## config.mk

```make
export PLATFORM = sky130hd
export DESIGN_NAME = serial_rx_8
export DESIGN_NICKNAME = d
export VERILOG_FILES = /design/src/rtl/serial_pkg.sv /design/src/rtl/serial_rx_8_bit_counter.sv /design/src/rtl/serial_rx_8.sv
export SDC_FILE = /design/constraint.sdc
export NUM_CORES = 1
export LEC_CHECK = 0
export ABC_AREA = 0
export CORE_AREA = 2 2 52 54
export DETAILED_ROUTE_END_ITERATION = 16
export DIE_AREA = 0 0 54 56
export PLACE_DENSITY = 0.63
export SETUP_SLACK_MARGIN = 0.2
export SLEW_MARGIN = 20
export SYNTH_ARGS = -nofsm -noshare
export SYNTH_HDL_FRONTEND = slang
export SYNTH_SLANG_ARGS = --single-unit
```

## constraint.sdc

```tcl
create_clock -name Clk -period 1.5 [get_ports Clk]
set_input_delay 0.45 -clock Clk [delete_from_list [all_inputs] [get_ports Clk]]
set_output_delay 0.45 -clock Clk [all_outputs]
set_load 0.05 [all_outputs]
```

## src/rtl/serial_pkg.sv

```systemverilog
// Shared types and defaults for the LSB-first serial shift link.
package serial_pkg;

  typedef enum logic [1:0] {
    IDLE = 2'd0,
    RECV = 2'd1,
    DONE = 2'd2
  } rx_state_t;

  localparam int unsigned SER_WIDTH = 8;

endpackage

```

## src/rtl/serial_rx_8_bit_counter.sv

```systemverilog
// Bit counter with synchronous clear, enable and terminal-count flag.
module bit_counter #(
  parameter int unsigned WIDTH = 8,
  parameter int unsigned CW    = $clog2(WIDTH + 1)
) (
  input  logic          clk,
  input  logic          rst,
  input  logic          clr,
  input  logic          en,
  output logic [CW-1:0] count,
  output logic          tc
);

  logic [CW-1:0] count_q;
  logic [CW-1:0] count_d;

  assign tc    = en && (count_q == CW'(WIDTH - 1));
  assign count = count_q;

  // Clear has priority over enable; wrap to zero on the terminal count.
  always_comb begin
    count_d = count_q;
    if (clr) begin
      count_d = '0;
    end else if (en) begin
      count_d = tc ? '0 : count_q + CW'(1);
    end
  end

  always_ff @(posedge clk or posedge rst) begin
    if (rst) begin
      count_q <= '0;
    end else begin
      count_q <= count_d;
    end
  end

endmodule

```

## src/rtl/serial_rx_8.sv

```systemverilog
// Serial-to-parallel receiver: Start-framed, LSB first, one-cycle Data_Valid per word.
module serial_rx_8
  import serial_pkg::*;
#(
  parameter int unsigned WIDTH = SER_WIDTH,
  parameter int unsigned CW    = $clog2(WIDTH + 1)
) (
  input  logic             Clk,
  input  logic             Reset,
  input  logic             Start,
  input  logic             Shift_En,
  input  logic             Shift_In,
  output logic             Busy,
  output logic             Data_Valid,
  output logic [WIDTH-1:0] Data_Out,
  output logic [CW-1:0]    Bit_Count
);

  rx_state_t        state_q, state_d;
  logic [WIDTH-1:0] sr_q, sr_d;
  logic [WIDTH-1:0] data_out_q, data_out_d;
  logic             busy_q, busy_d;
  logic             valid_q, valid_d;
  logic [WIDTH-1:0] shifted;
  logic             cnt_clr;
  logic             cnt_en;
  logic             cnt_tc;

  assign shifted = {Shift_In, sr_q[WIDTH-1:1]};
  // Start clears the word in every state and always beats a coincident bit.
  assign cnt_clr = Start;
  assign cnt_en  = (state_q == RECV) && Shift_En && !Start;

  bit_counter #(
    .WIDTH (WIDTH),
    .CW    (CW)
  ) u_bit_counter (
    .clk   (Clk),
    .rst   (Reset),
    .clr   (cnt_clr),
    .en    (cnt_en),
    .count (Bit_Count),
    .tc    (cnt_tc)
  );

  always_comb begin
    state_d    = state_q;
    sr_d       = sr_q;
    data_out_d = data_out_q;
    unique case (state_q)
      IDLE: begin
        if (Start) begin
          state_d = RECV;
          sr_d    = '0;
        end
      end
      RECV: begin
        if (Start) begin
          sr_d = '0;
        end else if (Shift_En) begin
          sr_d = shifted;
          if (cnt_tc) begin
            data_out_d = shifted;
            state_d    = DONE;
          end
        end
      end
      DONE: begin
        if (Start) begin
          state_d = RECV;
          sr_d    = '0;
        end else begin
          state_d = IDLE;
        end
      end
      default: state_d = IDLE;
    endcase
    // Outputs are registered copies of the next-state decode, so they track state_q exactly.
    busy_d  = (state_d == RECV);
    valid_d = (state_d == DONE);
  end

  always_ff @(posedge Clk or posedge Reset) begin
    if (Reset) begin
      state_q    <= IDLE;
      sr_q       <= '0;
      data_out_q <= '0;
      busy_q     <= 1'b0;
      valid_q    <= 1'b0;
    end else begin
      state_q    <= state_d;
      sr_q       <= sr_d;
      data_out_q <= data_out_d;
      busy_q     <= busy_d;
      valid_q    <= valid_d;
    end
  end

  assign Busy       = busy_q;
  assign Data_Valid = valid_q;
  assign Data_Out   = data_out_q;

endmodule

```

* After elaboration in Yosys (flattened, before gate mapping)
Cells that the tools add are included.
** Cells by class
- Multiplexer cells :: 13
- Bitwise operators :: 1
- Equal/unequal tests :: 7
- Reductions and logical operators :: 10
- Add/subtract/negate cells :: 1
** Operator list (number)
- 2-to-1 mux 8 bit :: 3
- one-hot mux 8 bit (2 select lines) :: 1
- 2-to-1 mux 4 bit :: 3
- 2-to-1 mux 2 bit :: 4
- one-hot mux 2 bit (3 select lines) :: 1
- adder 4 x 1 -> 4 bit, second input constant :: 1
- == test 2 x 1 -> 1 bit, second input constant :: 2
- == test 2 bit, second input constant :: 2
- == test 4 x 3 -> 1 bit, second input constant :: 1
- AND reduction 4 bit :: 1
- nonzero test 2 bit :: 2
- logical AND 1 bit :: 3
- inequality test 3 bit, second input constant :: 1
- AND reduction 3 bit :: 1
- logical NOT 2 bit :: 1
- inequality test 2 x 1 -> 1 bit, second input constant :: 1
- OR reduction 2 bit :: 1
- logical NOT 1 bit :: 1
- 2-to-1 mux 1 bit :: 1
- NOT 1 bit :: 1
** Word-level totals
- Bits in registers :: 24
- Output and inout port bits :: 14
- Input bits :: 5
- Logic and storage cells :: 38

* Logic depth before layout (Yosys ltp)
Gate-level depths: netlist of the first run.
- Depth after elaboration :: 9
- Gate-level depth with buffers :: 5

* Hierarchy
From an unflattened synthesis of the first run, not the netlist that was laid out.
** Second synthesis, totals
- Cells, all modules :: 81
- Area, all modules :: 1061.0 um^2
** By module, submodules not included
- serial_rx_8 :: instances 1, sequential area each 475.5 um^2, cells each 62, area an instance 820.8 um^2
- bit_counter :: instances 1, sequential area each 100.1 um^2, cells each 19, area an instance 240.2 um^2

* Least setup slack after synthesis of the first run
Ideal clock, no wire load.
- Path kind :: flip-flop to flip-flop
- From :: register u_bit_counter.count_q[0] (netlist: u_bit_counter.count[0])
- To :: register data_out_q[6] (netlist: Data_Out[6])
- Setup time :: 127 ps
- Data required time :: 1373 ps
- Setup slack :: -292 ps
- Buffers on the path :: 0
- Data arrival time :: 1664 ps
- Period minus slack after synthesis :: 1792 ps
- Stages on the path, launching flop included :: 6
- Cell sequence :: dfrtp_1 ha_1 and4bb_4 nand2_8 inv_2 mux2_1
** Between the ends
- Cells in the longest elaborated chain, start to end :: 3
** Ends and longest elaborated chain
- start, declared :: RTL line serial_rx_8_bit_counter.sv:14 : logic [CW-1:0] count_q;
- start signal, assigned :: RTL line serial_rx_8_bit_counter.sv:34 : count_q <= count_d;
- == test 4 x 3 -> 1 bit :: RTL line serial_rx_8_bit_counter.sv:17 : assign tc = en && (count_q == CW'(WIDTH - 1));
- logical AND 1 bit :: RTL line serial_rx_8_bit_counter.sv:17
- AND reduction 4 bit (no line)
- end signal, assigned :: RTL line serial_rx_8.sv:93 : data_out_q <= data_out_d;
- end, declared :: RTL line serial_rx_8.sv:21 : logic [WIDTH-1:0] data_out_q, data_out_d;
No other way between the ends.
A chain may end at the register's enable or synchronous reset.

* Worst setup path after layout of the first run
- From :: register u_bit_counter.count_q[1] (netlist: u_bit_counter.count[1])
- To :: output Bit_Count[1]
** RTL lines
- end, declared :: RTL line serial_rx_8.sv:16 : output logic [CW-1:0] Bit_Count
No word-level cell between the ends.

==> flow_metrics.py, run 1 <==
metrics = {
    "worst_setup_path": {
        "path_delay_family": "flip-flops",
        "reg2reg_to": "Data_Out[6]$_DFFE_PP0P_",
        "path_buf_inv": 2,
        "regToRegStartpoint": "u_bit_counter.count[1]$_DFFE_PP0P_",
        "crit_chain": "buf_6, buf_12",
        "reg2reg_slack_ns": 0.04,
        "start_kind": "flop",
        "cp-end-kind": "output port",
        "crit_fanout": 2,
        "slowest_stage": "dfrtp_2",
        "slowest_delay_ns": 0.46,
        "worstPathRequired_ns": 1.05,
        "path_class": "flop to output port",
        "rr_worst_depth": 5,
        "critPathArrivalTime_ns": 1.04,
    },
    "placement": {
        "postPlaceCellArea_um2": 1493,
        "port_buffers": 18,
        "dp_hpwl_um": 1502,
        "place_congestion": 0.6989,
    },
    "route": {
        "drt_pass1_iterations": 4,
        "num_vias": 869,
        "postRouteAntennaNets": 0,
        "drtIter0Drc": 7,
        "drc": 0,
        "wire_per_inst_um": 16.24,
        "viasPerCell": 5.431,
        "drt-total-wl_um": 2598,
    },
    "final_layout": {
        "fill_cells": 173,
        "mostFrequentLayoutCell": "dfrtp_1",
        "multi_input_area_um2": 493.0,
        "nNetsFinal": 137,
        "drive_gt1_share_pct": 55.38,
        "areaGrowthSynthToFinish_pct": 62.71,
        "n_antenna_cell": 0,
        "seq_area_um2": 580.6,
        "design_area_um2": 1714,
        "layout_common_cells": "dfrtp_1 (19), buf_4 (17), buf_12 (14)",
    },
    "floorplanning": {
        "core-area_um2": 2432,
        "rows": 18,
        "die_w_um": 54,
        "dieHeight_um": 56,
        "initial_core_util_pct": 43.31,
        "die_area_um2": 3024,
        "io_pins": 19,
    },
    "clock_network": {
        "cts_tree": "built",
        "cts_root_buffer": "clkbuf_4",
        "cts_buffers": 3,
        "clockBufferDepth": 2,
        "clk_pin_slew_ns": 0.13,
        "clock_latency_ns": 0.31,
        "clock_sinks": 23,
        "cts-htree-levels": 1,
    },
    "global_route": {
        "grt_pass1_vias": 861,
        "antenna_found_initial": 0,
        "overflow": 0,
        "grt_pass1_wl_um": 4215,
        "grt_start_max_net_pins": 24,
        "grt_usage_pct": 19.39,
    },
    "synth": {
        "synth_area_leader_cell": "dfrtp_1",
        "syn_nets": 90,
        "synthCells": 84,
        "avgSynthCellArea_um2": 12.54,
        "yosysUniqueCellTypes": 24,
        "synth.area.top_cells": "dfrtp_1 (55%), mux2_4 (10%), a32oi_1 (5.8%)",
        "yosys_register_bits": 23,
        "yosysWarnings": 0,
        "synth_top_area_share_pct": 54.63,
        "syn_area_um2": 1054,
        "ys_seq_area_share_pct": 54.63,
    },
    "sta": {
        "fin_skew_ns": 0.005574,
        "finalSetupTns_ns": 0,
        "rsz0062_at_grt": "yes",
        "fmax_mhz": 669.1,
        "fin_crit_ns": 1.495,
        "fin_crit_sh_pct": 99.64,
        "relSlewSlack_pct": 79.69,
        "tightest_slew_ns": 0.3015,
        "finalHoldViolations": 0,
        "setup_viol_count_final": 0,
        "drv_slew": 0,
    },
    "outcome": {
        "run_status": "finished, final reports clean",
    },
    "pwr": {
        "power.density_nw_per_um2": 624.8,
        "p_leak_uw": 0.0008242,
        "p_total_uw": 1071,
        "worst_ir_drop_vdd_v": 0.0005774,
    },
    "worst_hold_path": {
        "hp-class": "input pin to asynchronous set/reset pin",
    },
    "flow_run": {
        "drv.max_cap_violation_count": 0,
    },
}
==> timing repair <==
action	CTS	global route
cloned	1	0
hold endpoints to repair	0	0
endpoints found under the setup margin	35	35
hold buffers	0	0
buffers inserted	13	2
gates resized for setup	10	11
pin swaps	12	2
==> cells by family after synthesis <==
logic type,Yosys count,share of synthesized area [%]
AO/OA/AOI/OAI,16,10.81
adder cells (fa/ha/maj),1,1.187
multiplexers,8,11.04
buffers and inverters,8,4.393
flip-flops,23,54.63
AND/OR/NAND/NOR,28,17.93
==> metrics by stage <==
step                      setup slack [ns]  cells  utilization, %  hold WS (ns)
after global placement             -0.3414    140           61.37        0.4909
after CTS                        -0.006594    158           68.42        0.4653
final                             0.005388    160           70.47        0.4625
after floorplan                   -0.05934     84               -        0.4517
after detailed placement           -0.3840    140           61.37        0.5087
after global routing              -0.02769    160           70.47        0.4959
==> layout make-up <==
class	count	share of cell area (%)
clock buffers	3	1.314
clock inverters	1	0.2920
inverters	4	1.022
multi-input cells	54	28.76
flip-flops and latches	23	33.87
well taps	30	2.190
repair buffers	45	32.55
==> tightest hold or removal path: stages <==
cell	delay [ns]
clkdlybuf4s50_1	0.39
inv_1	0.05
buf_4	0.29
==> per-layer routing <==
metal | up-vias | GRT usage [%] | part of all wire [%]
met5 | - | 0 | 0
met3 | 4 | 3.495 | 3.1
met2 | 21 | 26.83 | 51
met1 | 445 | 28.85 | 45
li1 | 399 | - | -
met4 | 0 | 9.286 | 1.5
==> sequential cells by signal (all words and copies together), names as in the netlist <==
signal / count
Data_Valid: 1
state_q: 2
sr_q: 7
u_bit_counter.count: 4
Busy: 1
Data_Out: 8
==> cells in the mapped netlist (all sizes together) <==
master  count
dfrtp      23
nand2      11
mux2        8
nand3       8
a32oi       7
a21oi       5
inv         4
buf         3
nand3b      3
a221oi      2
o21ai       2
and3b       1
and4bb      1
clkbuf      1
ha          1
nor2        1
nor3b       1
or3         1
or4         1
==> worst max-delay path by stage <==
stage	endpoint	cells past startpoint	startpoint	slack [ns]
floorplan	Data_Out[6]$_DFFE_PP0P_	5	u_bit_counter.count[1]$_DFFE_PP0P_	-0.06
global placement	Data_Out[6]$_DFFE_PP0P_	5	Shift_En	-0.34
detailed placement	Data_Out[6]$_DFFE_PP0P_	5	Shift_En	-0.38
CTS	Bit_Count[1]	2	u_bit_counter.count[1]$_DFFE_PP0P_	-0.007
global route	Bit_Count[1]	2	u_bit_counter.count[1]$_DFFE_PP0P_	-0.03
finish	Bit_Count[1]	2	u_bit_counter.count[1]$_DFFE_PP0P_	0.005
==> power breakdown <==
group | leakage, µW | total (µW) | switching [µW] | internal (µW)
clock | 0.0000177 | 291 | 192 | 99.8
combinational | 0.000503 | 142 | 71.9 | 70.3
sequential | 0.000304 | 637 | 9.46 | 628
total | 0.000824 | 1070 | 273 | 798
Note: power is estimated with default switching activity, not from simulation.
==> run 2, diff against run 1 <==
- CELL_PAD_IN_SITES_DETAIL_PLACEMENT: not set -> 1
- CELL_PAD_IN_SITES_GLOBAL_PLACEMENT: not set -> 1
- CORE_AREA: 2 2 52 54 -> 2 2 55 57
- DIE_AREA: 0 0 54 56 -> 0 0 57 59
- PLACE_DENSITY: 0.63 -> 0.69
- SLEW_MARGIN: 20 -> not set
==> flow_metrics.py, run 2 (same netlist as run 1, synthesis figures left out) <==
metrics = {
    "global_route": {
        "grt_use_met2_pct": 30.21,
        "met3_usage_pct": 2.183,
        "grt_start_max_net_pins": 24,
        "grt-busiest-layer": "met2",
        "gr-usage-met1_pct": 24.72,
        "antenna_found_initial": 0,
        "grt_pass1_vias": 921,
        "overflow": 0,
        "grt_pass1_wl_um": 4609,
        "grt_usage_pct": 17.81,
    },
    "worst_setup_path": {
        "crit_chain": "buf_6, buf_12",
        "slowest_delay_ns": 0.46,
        "crit_fanout": 3,
        "slowest_stage": "dfrtp_2",
        "start_kind": "flop",
        "cp-end-kind": "output port",
        "path_class": "flop to output port",
        "worstPathRequired_ns": 1.05,
        "critPathArrivalTime_ns": 1.04,
        "path_buf_inv": 2,
        "path_delay_family": "flip-flops",
    },
    "final_layout": {
        "drive_gt1_share_pct": 53.60,
        "areaGrowthSynthToFinish_pct": 58.31,
        "largest_reg_flops": 8,
        "seq_area_um2": 581.8,
        "mostFrequentLayoutCell": "dfrtp_1",
        "nNetsFinal": 132,
        "layout_common_cells": "dfrtp_1 (18), buf_4 (16), buf_12 (14)",
        "n_antenna_cell": 0,
        "fill_cells": 277,
        "multi_input_area_um2": 496.7,
    },
    "floorplanning": {
        "die_area_um2": 3363,
        "initial_core_util_pct": 38.87,
        "core-area_um2": 2710,
        "io_pins": 19,
        "rows": 19,
        "dieHeight_um": 59,
        "die_w_um": 57,
    },
    "pwr": {
        "worst_ir_drop_vdd_v": 0.0005345,
        "power.density_nw_per_um2": 640.6,
        "p_leak_uw": 0.0007929,
    },
    "sta": {
        "fin_hold_ws_ns": 0.4498,
        "tightest_slew_ns": 0.2866,
        "rsz0062_at_grt": "yes",
        "finalSetupTns_ns": 0,
        "relSlewSlack_pct": 80.89,
        "fin_crit_ns": 1.485,
        "fmax_mhz": 673.2,
        "setup_viol_count_final": 0,
        "finalHoldViolations": 0,
        "fin_skew_ns": 0.01059,
        "drv_slew": 0,
        "fin_crit_sh_pct": 99.03,
    },
    "placement": {
        "dp_hpwl_um": 1770,
        "place_congestion": 0.8194,
        "port_buffers": 18,
    },
    "clock_network": {
        "clockBufferDepth": 2,
        "cts_buffers": 3,
        "clock_sinks": 23,
        "cts_root_buffer": "clkbuf_4",
        "clk_pin_slew_ns": 0.14,
        "cts_tree": "built",
        "clock_latency_ns": 0.32,
        "cts_hold_buf": 0,
        "cts-htree-levels": 1,
    },
    "route": {
        "num_vias": 859,
        "postRouteAntennaNets": 0,
        "drt-total-wl_um": 2736,
        "drc": 0,
        "drt_pass1_iterations": 4,
        "wire_per_inst_um": 17.54,
        "viasPerCell": 5.506,
        "drtIter0Drc": 10,
    },
    "worst_hold_path": {
        "hp-class": "input pin to asynchronous set/reset pin",
    },
    "flow_run": {
        "drv.max_cap_violation_count": 0,
    },
    "outcome": {
        "run_status": "finished, final reports clean",
    },
}
## run 2: final cells by class
| cell class | count | area share (%) |
|---|---|---|
| Inverter | 4 | 1.050 |
| Clock inverter | 1 | 0.3001 |
| Clock buffer | 3 | 1.350 |
| Multi-Input combinational cell | 54 | 29.78 |
| Sequential cell | 23 | 34.88 |
| Timing Repair Buffer | 40 | 30.31 |
| Tap cell | 31 | 2.326 |
## run 2: report_power, final
| group | total [µW] | leakage, µW | internal [µW] | switching, µW |
|---|---|---|---|---|
| Clock | 298 | 0.0000177 | 99.7 | 198 |
| Sequential | 637 | 0.000302 | 628 | 9.14 |
| Combinational | 133 | 0.000473 | 63.4 | 69.9 |
## run 2: what timing repair did
item | in CTS | in global routing
pin swaps | 3 | 7
gates cloned | 1 | 0
resized for setup | 10 | 7
endpoints found under the setup margin | 35 | 33
buffers inserted | 7 | 2
## run 2: final timing paths
kind                                               startpoint                                 end  slack [ns]  cells after the start
max in group asynchronous                               Reset  u_bit_counter.count[1]$_DFFE_PP0P_        0.80                      3
setup / recovery           u_bit_counter.count[0]$_DFFE_PP0P_                        Bit_Count[0]        0.01                      2
hold / removal                                          Reset             Data_Out[2]$_DFFE_PP0P_        0.45                      3
hold reg to reg                           sr_q[6]$_DFFE_PP0P_                 sr_q[6]$_DFFE_PP0P_        0.57                      2
min in group Clk                          sr_q[6]$_DFFE_PP0P_                 sr_q[6]$_DFFE_PP0P_        0.57                      2
setup reg to reg           u_bit_counter.count[1]$_DFFE_PP0P_             Data_Out[6]$_DFFE_PP0P_        0.07                      5
## run 2: metal layers
layer  up-vias  routed length (µm)
met5         -                   0
met4         0                  12
met3         2                  82
met2        18                1405
met1       447                1234
li1        392                   -
## run 2: worst reg2reg max path, cell delays in order (launching register included)
cell	delay, ns
dfrtp_2	0.42
ha_4	0.14
and4bb_4	0.32
nand2_8	0.10
inv_4	0.06
mux2_4	0.29
## run 2: stage by stage
stage	instance area (µm²)	util, %	std cells	power, µW	worst slack, ns
global placement	1501	55.40	142	759.5	-0.3603
finish	1668	61.54	156	1068	0.01457
CTS	1625	59.97	154	1056	0.01726
floorplan	1076	-	84	702.2	-0.05934
detailed placement	1501	55.40	142	764.8	-0.4114
global route	1668	61.54	156	1112	-0.01930
==> run 3, diff against run 2 <==
- CTS_CLUSTER_SIZE: not set -> 30
==> results of run 3 <==
Same layout as run 2: the final DEF is identical, and so are final timing and power.
